--- config.mk ---
export PLATFORM = sky130hd
export DESIGN_NAME = rr_mux_arbiter
export DESIGN_NICKNAME = d
export VERILOG_FILES = /design/src/rtl/rr_arb_pkg.sv /design/src/rtl/rr_pick.sv /design/src/rtl/rr_mux_arbiter.sv
export SDC_FILE = /design/constraint.sdc
export NUM_CORES = 1
export LEC_CHECK = 0
export BUFFER_PORTS_ARGS = -buffer_cell sky130_fd_sc_hd__buf_2
export CAP_MARGIN = 10
export CELL_PAD_IN_SITES_DETAIL_PLACEMENT = 1
export CELL_PAD_IN_SITES_GLOBAL_PLACEMENT = 1
export CORE_ASPECT_RATIO = 0.9
export CORE_MARGIN = 8
export CORE_UTILIZATION = 43
export CTS_BUF_LIST = sky130_fd_sc_hd__clkbuf_8
export CTS_CLUSTER_SIZE = 10
export DETAILED_ROUTE_END_ITERATION = 10
export PLACE_DENSITY_LB_ADDON = 0.1
export SLEW_MARGIN = 20
export SYNTH_ARGS = -nofsm -noshare
export SYNTH_HDL_FRONTEND = slang
export SYNTH_HIERARCHICAL = 1
export SYNTH_SLANG_ARGS = --single-unit
--- constraint.sdc ---
create_clock -name clk -period 2.75 [get_ports clk]
set_input_delay 0.55 -clock clk [delete_from_list [all_inputs] [get_ports clk]]
set_output_delay 0.55 -clock clk [all_outputs]
set_load 0.02 [all_outputs]
--- src/rtl/rr_arb_pkg.sv ---
// Shared types, defaults and helpers for the round-robin mux arbiter.
package rr_arb_pkg;

   typedef enum logic [1:0] {
      IDLE  = 2'd0,
      GRANT = 2'd1,
      GAP   = 2'd2
   } arb_state_e;

   localparam int DEF_N_REQ    = 4;
   localparam int DEF_MAX_HOLD = 8;
   localparam int DEF_GAP      = 1;

   // Widest requester count the one-hot helper supports; callers truncate.
   localparam int ONEHOT_W = 32;

   function automatic logic [ONEHOT_W-1:0] idx_to_onehot(input logic [4:0] idx);
      return {{(ONEHOT_W-1){1'b0}}, 1'b1} << idx;
   endfunction

endpackage

--- src/rtl/rr_pick.sv ---
// Combinational round-robin picker: first set request at or after ptr, wrapping.
module rr_pick #(
   parameter  int N_REQ = rr_arb_pkg::DEF_N_REQ,
   localparam int SW    = $clog2(N_REQ)
) (
   input  logic [N_REQ-1:0] req,
   input  logic [SW-1:0]    ptr,
   output logic [SW-1:0]    idx,
   output logic             found
);

   logic [2*N_REQ-1:0] dbl;

   // Unroll req twice, mask off everything below ptr, then find the lowest set bit.
   always_comb begin
      dbl   = '0;
      found = 1'b0;
      idx   = '0;
      for (int i = 0; i < 2*N_REQ; i++)
         dbl[i] = (i >= int'(ptr)) && req[i % N_REQ];
      for (int i = 2*N_REQ-1; i >= 0; i--) begin
         if (dbl[i]) begin
            found = 1'b1;
            idx   = SW'(i % N_REQ);
         end
      end
   end

endmodule

--- src/rtl/rr_mux_arbiter.sv ---
// Round-robin arbiter owning the select of the shared mux/flop datapath.
// Grants are capped at MAX_HOLD cycles and separated by GAP idle cycles.
module rr_mux_arbiter #(
   parameter  int N_REQ    = rr_arb_pkg::DEF_N_REQ,
   parameter  int MAX_HOLD = rr_arb_pkg::DEF_MAX_HOLD,
   parameter  int GAP      = rr_arb_pkg::DEF_GAP,
   localparam int SW       = $clog2(N_REQ),
   localparam int HW       = (MAX_HOLD > 1) ? $clog2(MAX_HOLD) : 1
) (
   input  logic             clk,
   input  logic             rst_n,
   input  logic [N_REQ-1:0] req,
   output logic [N_REQ-1:0] gnt,
   output logic             gnt_valid,
   output logic [SW-1:0]    sel,
   output logic [HW-1:0]    hold_cnt,
   output logic             busy
);

   import rr_arb_pkg::*;

   // Inside this module the name GAP is the parameter; the GAP state is
   // always written fully qualified as rr_arb_pkg::GAP.
   localparam int GW = (GAP > 1) ? $clog2(GAP) : 1;

   arb_state_e    state;
   logic [SW-1:0] ptr;
   logic [SW-1:0] sel_inc;
   logic [SW-1:0] arb_ptr;
   logic [SW-1:0] win;
   logic          found;
   logic [GW-1:0] gap_cnt;
   logic          release_now;
   logic          do_arb;

   assign sel_inc     = (sel == SW'(N_REQ-1)) ? '0 : sel + SW'(1);
   assign release_now = !req[sel] || (hold_cnt == HW'(MAX_HOLD-1));

   // A zero-gap hand-off arbitrates on the release edge, so it must already
   // see the rotated pointer (departing owner last) before ptr is written.
   assign arb_ptr = (state == GRANT) ? sel_inc : ptr;

   assign do_arb = (state == IDLE)
                || ((state == GRANT) && release_now && (GAP == 0))
                || ((state == rr_arb_pkg::GAP) && (gap_cnt == GW'(GAP-1)));

   rr_pick #(.N_REQ(N_REQ)) u_pick (
      .req   (req),
      .ptr   (arb_ptr),
      .idx   (win),
      .found (found)
   );

   // Arbiter FSM with registered grant, select, hold counter and busy flag.
   always_ff @(posedge clk or negedge rst_n) begin
      if (!rst_n) begin
         state     <= IDLE;
         ptr       <= '0;
         gnt       <= '0;
         gnt_valid <= 1'b0;
         sel       <= '0;
         hold_cnt  <= '0;
         busy      <= 1'b0;
         gap_cnt   <= '0;
      end else begin
         if (do_arb) begin
            if (found) begin
               state     <= GRANT;
               gnt       <= N_REQ'(idx_to_onehot(5'(win)));
               gnt_valid <= 1'b1;
               sel       <= win;
               hold_cnt  <= '0;
               busy      <= 1'b1;
            end else begin
               state     <= IDLE;
               gnt       <= '0;
               gnt_valid <= 1'b0;
               busy      <= 1'b0;
            end
         end else if (state == GRANT) begin
            if (release_now) begin
               // only reached with GAP > 0; zero-gap release is handled by do_arb
               state     <= rr_arb_pkg::GAP;
               gnt       <= '0;
               gnt_valid <= 1'b0;
               gap_cnt   <= '0;
            end else begin
               hold_cnt <= hold_cnt + HW'(1);
            end
         end else if (state == rr_arb_pkg::GAP) begin
            gap_cnt <= gap_cnt + GW'(1);
         end else begin
            // unused encoding: recover to IDLE
            state     <= IDLE;
            gnt       <= '0;
            gnt_valid <= 1'b0;
            busy      <= 1'b0;
         end

         if ((state == GRANT) && release_now)
            ptr <= sel_inc;
      end
   end

endmodule
# After elaboration in Yosys (flattened, before gate mapping)
# Index checks and enable logic that the tools add are counted.
dict set report totals {
  inputBits 6
  output_inout_bits 11
  word_cells 86
  regBits 16
}
dict set report op_classes {
  n_bitwise 2
  shift 1
  n_mux 41
  eq_ne 11
  reduce_logical 16
  addsub 3
  order_cmp 4
}
# op count
set ops {}
lappend ops {{2-bit two-way mux} 13}
lappend ops {{4-bit two-way mux} 5}
lappend ops {{1-bit two-way mux} 18}
lappend ops {{3-bit two-way mux} 4}
lappend ops {{2-bit inequality test, second input constant} 4}
lappend ops {{3-bit inequality test, second input constant} 2}
lappend ops {{2-bit AND reduction} 3}
lappend ops {{3-bit AND reduction} 2}
lappend ops {{1-bit logical AND} 5}
lappend ops {{2-bit equality test, second input constant} 2}
lappend ops {{1-bit by 2-bit >= comparator with 1-bit output, first input constant} 2}
lappend ops {{2-bit nonzero test} 2}
lappend ops {{1-bit by 2-bit << shifter with 4-bit output, first input constant} 1}
lappend ops {{3-bit by 1-bit adder with 3-bit output, second input constant} 1}
lappend ops {{3-bit equality test, second input constant} 1}
lappend ops {{2-bit by 3-bit < comparator with 1-bit output, second input constant} 1}
lappend ops {{2-bit by 1-bit adder with 2-bit output, second input constant} 1}
lappend ops {{1-bit binary-select mux with 2-bit select} 1}
lappend ops {{2-bit by 1-bit equality test with 1-bit output, second input constant} 1}
lappend ops {{2-bit >= comparator, first input constant} 1}
lappend ops {{2-bit logical NOT} 1}
lappend ops {{1-bit logical OR} 2}
lappend ops {{2-bit by 1-bit inequality test with 1-bit output, second input constant} 1}
lappend ops {{1-bit NOT} 2}
lappend ops {{2 further kinds} 2}

# Depth between registers and ports, before layout
dict set report depth {
  ltp_word 11
  ltp_mapped 9
  depth_no_buf 8
}

# Modules after synthesis
# The synthesis kept the hierarchy.
# mod instances area_per_inst_um2 cells_per_inst seq_area_each_um2
set modules_own_cells {}
lappend modules_own_cells {rr_mux_arbiter 1 802.0 71 375.4}
lappend modules_own_cells {rr_pick 1 77.6 12 0.0}

# Worst setup path after synthesis
# Ideal clock, no wire load.
dict set report synth_timing {
  path_kind {register to register}
  from {register, netlist name gnt_valid}
  to {register gnt[0]}
  setup_slack_ns 0.538
  stages_incl_launch_ff 9
  t_arrival_ns 2.091
  period_less_slack_ns 2.212
  required_ns 2.629
  n_path_buf 1
  setup_time_ns 0.121
  path_cell_list {dfrtp_1 > ha_1 > clkbuf_1 > mux2_2 > inv_1 > o21ai_0 > a211oi_1 > nor2_1 > a22o_2}
}
# element line
set synth_rtl {}
lappend synth_rtl {{end signal, assigned} rr_mux_arbiter.sv:69} ;# gnt <= N_REQ'(idx_to_onehot(5'(win)));
lappend synth_rtl {{end, declared} rr_mux_arbiter.sv:13} ;# output logic [N_REQ-1:0] gnt,

# Worst setup path after layout
dict set report layout_timing {
  from {register state[1]}
  to {register gnt[0]}
}
dict set report layout_via {
  elab_chain_len 10
  word_cells_on_any_way 25
  classes_between {order compare (3); eq/ne (4); shift (1); mux (10); reduce/logical (7)}
}
# element line
set layout_lines {}
lappend layout_lines {{start, declared} rr_mux_arbiter.sv:26} ;# arb_state_e state;
lappend layout_lines {{start signal, assigned} rr_mux_arbiter.sv:83} ;# state <= rr_arb_pkg::GAP;
lappend layout_lines {{2-bit by 1-bit equality test with 1-bit output (*)} rr_mux_arbiter.sv:41} ;# assign arb_ptr = (state == GRANT) ? sel_inc : ptr;
lappend layout_lines {{2-bit two-way mux (*)} rr_mux_arbiter.sv:41}
lappend layout_lines {{net arb_ptr[0]} rr_mux_arbiter.sv:29} ;# logic [SW-1:0] arb_ptr;
lappend layout_lines {{2-bit >= comparator} rr_pick.sv:20} ;# dbl[i] = (i >= int'(ptr)) && req[i % N_REQ];
lappend layout_lines {{1-bit logical AND} rr_pick.sv:20}
lappend layout_lines {{2-bit two-way mux (2 in a row)} rr_pick.sv:22} ;# if (dbl[i]) begin
lappend layout_lines {{2-bit two-way mux (*)} rr_pick.sv:22}
lappend layout_lines {{net win[1]} rr_mux_arbiter.sv:30} ;# logic [SW-1:0] win;
lappend layout_lines {{1-bit by 2-bit << shifter with 4-bit output (*)} rr_arb_pkg.sv:18} ;# return {{(ONEHOT_W-1){1'b0}}, 1'b1} << idx;
lappend layout_lines {{4-bit two-way mux (*)} rr_mux_arbiter.sv:67} ;# if (found) begin
lappend layout_lines {{4-bit two-way mux (*)} rr_mux_arbiter.sv:66} ;# if (do_arb) begin
# The timed path passes the listed nets; every way through them passes the cells marked *.
# A chain may end at the register's enable or synchronous reset.

==> impl_results.md <==
- Leakage: 0.4906 nW
- Required time worst endpoint: 2890 ps
- WL per Instance: 16.04 um
- Buffer and inverter count on the worst path: 2
- Sw Share: 0.4551
- Data arrival time of the critical path: 2540 ps
- RSZ-0062 raised after global routing: false
- Reg power frac: 0.291
- Post-Layout Cell Count: about 130
- Clock-pin transition on the worst setup and hold timing paths: 70 ps
- Number of synthesized register bits: 15
- Root Driver: clkbuf_8
- Period utilization: 0.8714
- Vias in the first global route: between 700 and 800
- Clock Path Buffers: 2
- Filler Cell Count: 228
- Cell Area, Synth: 879.6 sq um
- Worst slew pin tran: 716.7 ps
- Clk_skew: 9.087 ps
- Worst relative slew slack: 0.5190
- Die H: 58.91 um
- Status: completed
- Critical path startpoint category: flop
- Final #Nets: 114
- Core Rows: 15
- Clock Sink Count: 15
- CTS tree: done
- Detailed Route Iter0 Violations: 18
- Main synth FF type: dfrtp_1
- Vias per inst: 5.563
- Hpwl dp: between 1500 and 2000 um
- FMAX: 417.3 MHz
- Syn nets: 95
- Layout cell share with drive strength beyond 1: 0.2871
- Core Region: 1933 sq um
- Final setup vio count: 0
- Sw power: 0.6111 mW
- First-pass detailed-route iteration total: 4
- Peak supply drop: 0.5464 mV
- Layout Area Growth over Synthesis: 16.22%
- Average size of a mapped cell: 10.60 sq um
- Combinational power share: 0.572
- Die area: roughly 3800 sq um
- Gr ovfl total: 0
- Min Tclk post-route: approximately 2400 ps
- Critical Path Max Stage Delay: 460 ps
- Setup TNS: 0 ps
- Global placer's final weighted congestion: 0.7681
- # hold bufs at CTS: 0
- Internal Power: around 0.73 mW
- Critical-path cell list: inv_1 > ha_1 > mux2_2 > inv_1 > o21ai_0 > a211oi_1 > nor2_1 > a22o_2
- Delay-heaviest family, CP: compound AO/OA/AOI/OAI gates
- Cell total after placement: between 100 and 150
- Post-Route WL: 2021 um
- Setup bufs post-CTS: 0
- Antenna Nets Post-Route: 0
- Largest net degree at the start of global routing: 16
- H-tree levels: 1
- CP most frequent cell: inv_1
- Gr usage total: 0.1180
- P per Cell Area: 1314 nW/um^2
- Async SR Flop Fraction: 1.000
- Crit end category: flop
- FF/Latch Area: between 300 and 400 sq um
- Clock network fraction of total power: 0.136
- Number of hold violations in the final report: 0
- # resized after CTS: 0
- TritonCTS Buffers: 3
- DR vias: between 700 and 800
- # Max-Cap Violations: 0
- Most frequent cells in the layout: buf_2 (16), dfrtp_1 (15), inv_1 (8), ha_1 (6)
- N_diodes: 0
- Synth unique cells: 31
- DRC: 0
- Initial antenna violation count: 0
- First-pass GRT wire length: 3491 um
- Initial Util: 0.4550
- Most common cell after layout, fill and taps aside: buf_2
- Min-Delay Path Class: input pin to asynchronous set/reset pin
- Clk Latency, worst-skew pair: 250 ps
- I/O pins: 17
- Area of the multi-input gates: about 460 sq um
- Slowest cell on the critical path: a211oi_1
- Post-Synthesis Cells: 83
- Max-slew violations: 0
- Worst Path Max Fanout: 10
- Post-synth EDFFs: 0
- Seq/Total Area, Yosys: 0.4267
- Die Wd: 63.68 um
- Port bufs: 16
- Worst setup path class: flop to flop
- Synth Warn #: 6
[registers in the layout, indices dropped and copies added (netlist names)]
name       flops
gnt_valid      1
ptr            2
state          1
gap_cnt        1
gnt            4
hold_cnt       3
busy           1
sel            2
[power groups by stage]
| stage | Sequential (mW) | Combinational (mW) | Clock (mW) |
|---|---|---|---|
| floorplan | 0.456 | 0.504 | 0 |
| global placement | 0.392 | 0.748 | 0 |
| detailed placement | 0.395 | 0.764 | 0 |
| CTS | 0.391 | 0.771 | 0.187 |
| global route | 0.406 | 0.860 | 0.193 |
| finish | 0.391 | 0.769 | 0.183 |
[metal layers]
layer  vias to the layer above  track usage  share of wire
met5                         -            0              0
met4                         0      0.05714          0.016
met3                         5      0.03030          0.041
met2                        17       0.1821           0.46
met1                       341       0.1500           0.48
li1                        338            -              -
[layout make-up]
| type | count | share of cell area |
|---|---|---|
| inverter | 8 | 0.02938 |
| tap | 25 | 0.03060 |
| multi-input combinational | 58 | 0.4492 |
| clock buffer | 3 | 0.04039 |
| timing repair buffer | 16 | 0.07834 |
| clock inverter | 1 | 0.004896 |
| sequential | 15 | 0.3672 |
[synth_stat cells (2+ instances only)]
cell type  number  share of area
nor2_1          5          0.021
ha_1            6          0.085
a22o_2          2          0.023
nand3_1         5          0.028
nand2b_1        4          0.028
o21ai_0         5          0.028
nand2_1         2         0.0085
mux2_2          5          0.064
nor2b_1         2          0.014
a21oi_1         3          0.017
dfrtp_1        15           0.43
a32o_1          3          0.034
inv_1           8          0.034
[final timing paths]
| kind | slack (ps) | from | cells past startpoint | endpoint |
|---|---|---|---|---|
| worst max-delay path | 350 | state[1]$_DFFE_PN0P_ | 8 | gnt[0]$_DFFE_PN0P_ |
| worst min-delay path | 190 | rst_n | 1 | state[1]$_DFFE_PN0P_ |
| worst max register to register | 350 | state[1]$_DFFE_PN0P_ | 8 | gnt[0]$_DFFE_PN0P_ |
| worst min register to register | 500 | gnt[2]$_DFFE_PN0P_ | 1 | gnt[2]$_DFFE_PN0P_ |
| max in group asynchronous | 2300 | rst_n | 1 | gnt[1]$_DFFE_PN0P_ |
| min in group clk | 500 | gnt[2]$_DFFE_PN0P_ | 1 | gnt[2]$_DFFE_PN0P_ |
[stage by stage]
stage / hold slack [ps] / power (mW) / area (sq um) / util / setup slack [ps]
3_3_place_gp: 478.4 / 1.140 / 975.9 / 0.5049 / 458.2
6_report: 189.6 / 1.343 / 1022 / 0.5288 / 353.6
2_1_floorplan: 254.4 / 0.9598 / 879.6 / - / 537.7
4_1_cts: 208.4 / 1.350 / 1022 / 0.5288 / 387.4
5_1_grt: 225.8 / 1.459 / 1022 / 0.5288 / 178.1
3_5_place_dp: 481.0 / 1.160 / 975.9 / 0.5049 / 414.8
[cell families after synthesis]
kind of cell    Yosys count  share of synthesized area
mux                       6                    0.09388
flops                    15                     0.4267
compound gates           20                     0.1764
buf+inv                  10                    0.05121
simple gates             26                     0.1664
fa+ha+maj                 6                    0.08535
No activity file was read; power rests on OpenSTA's default activity.
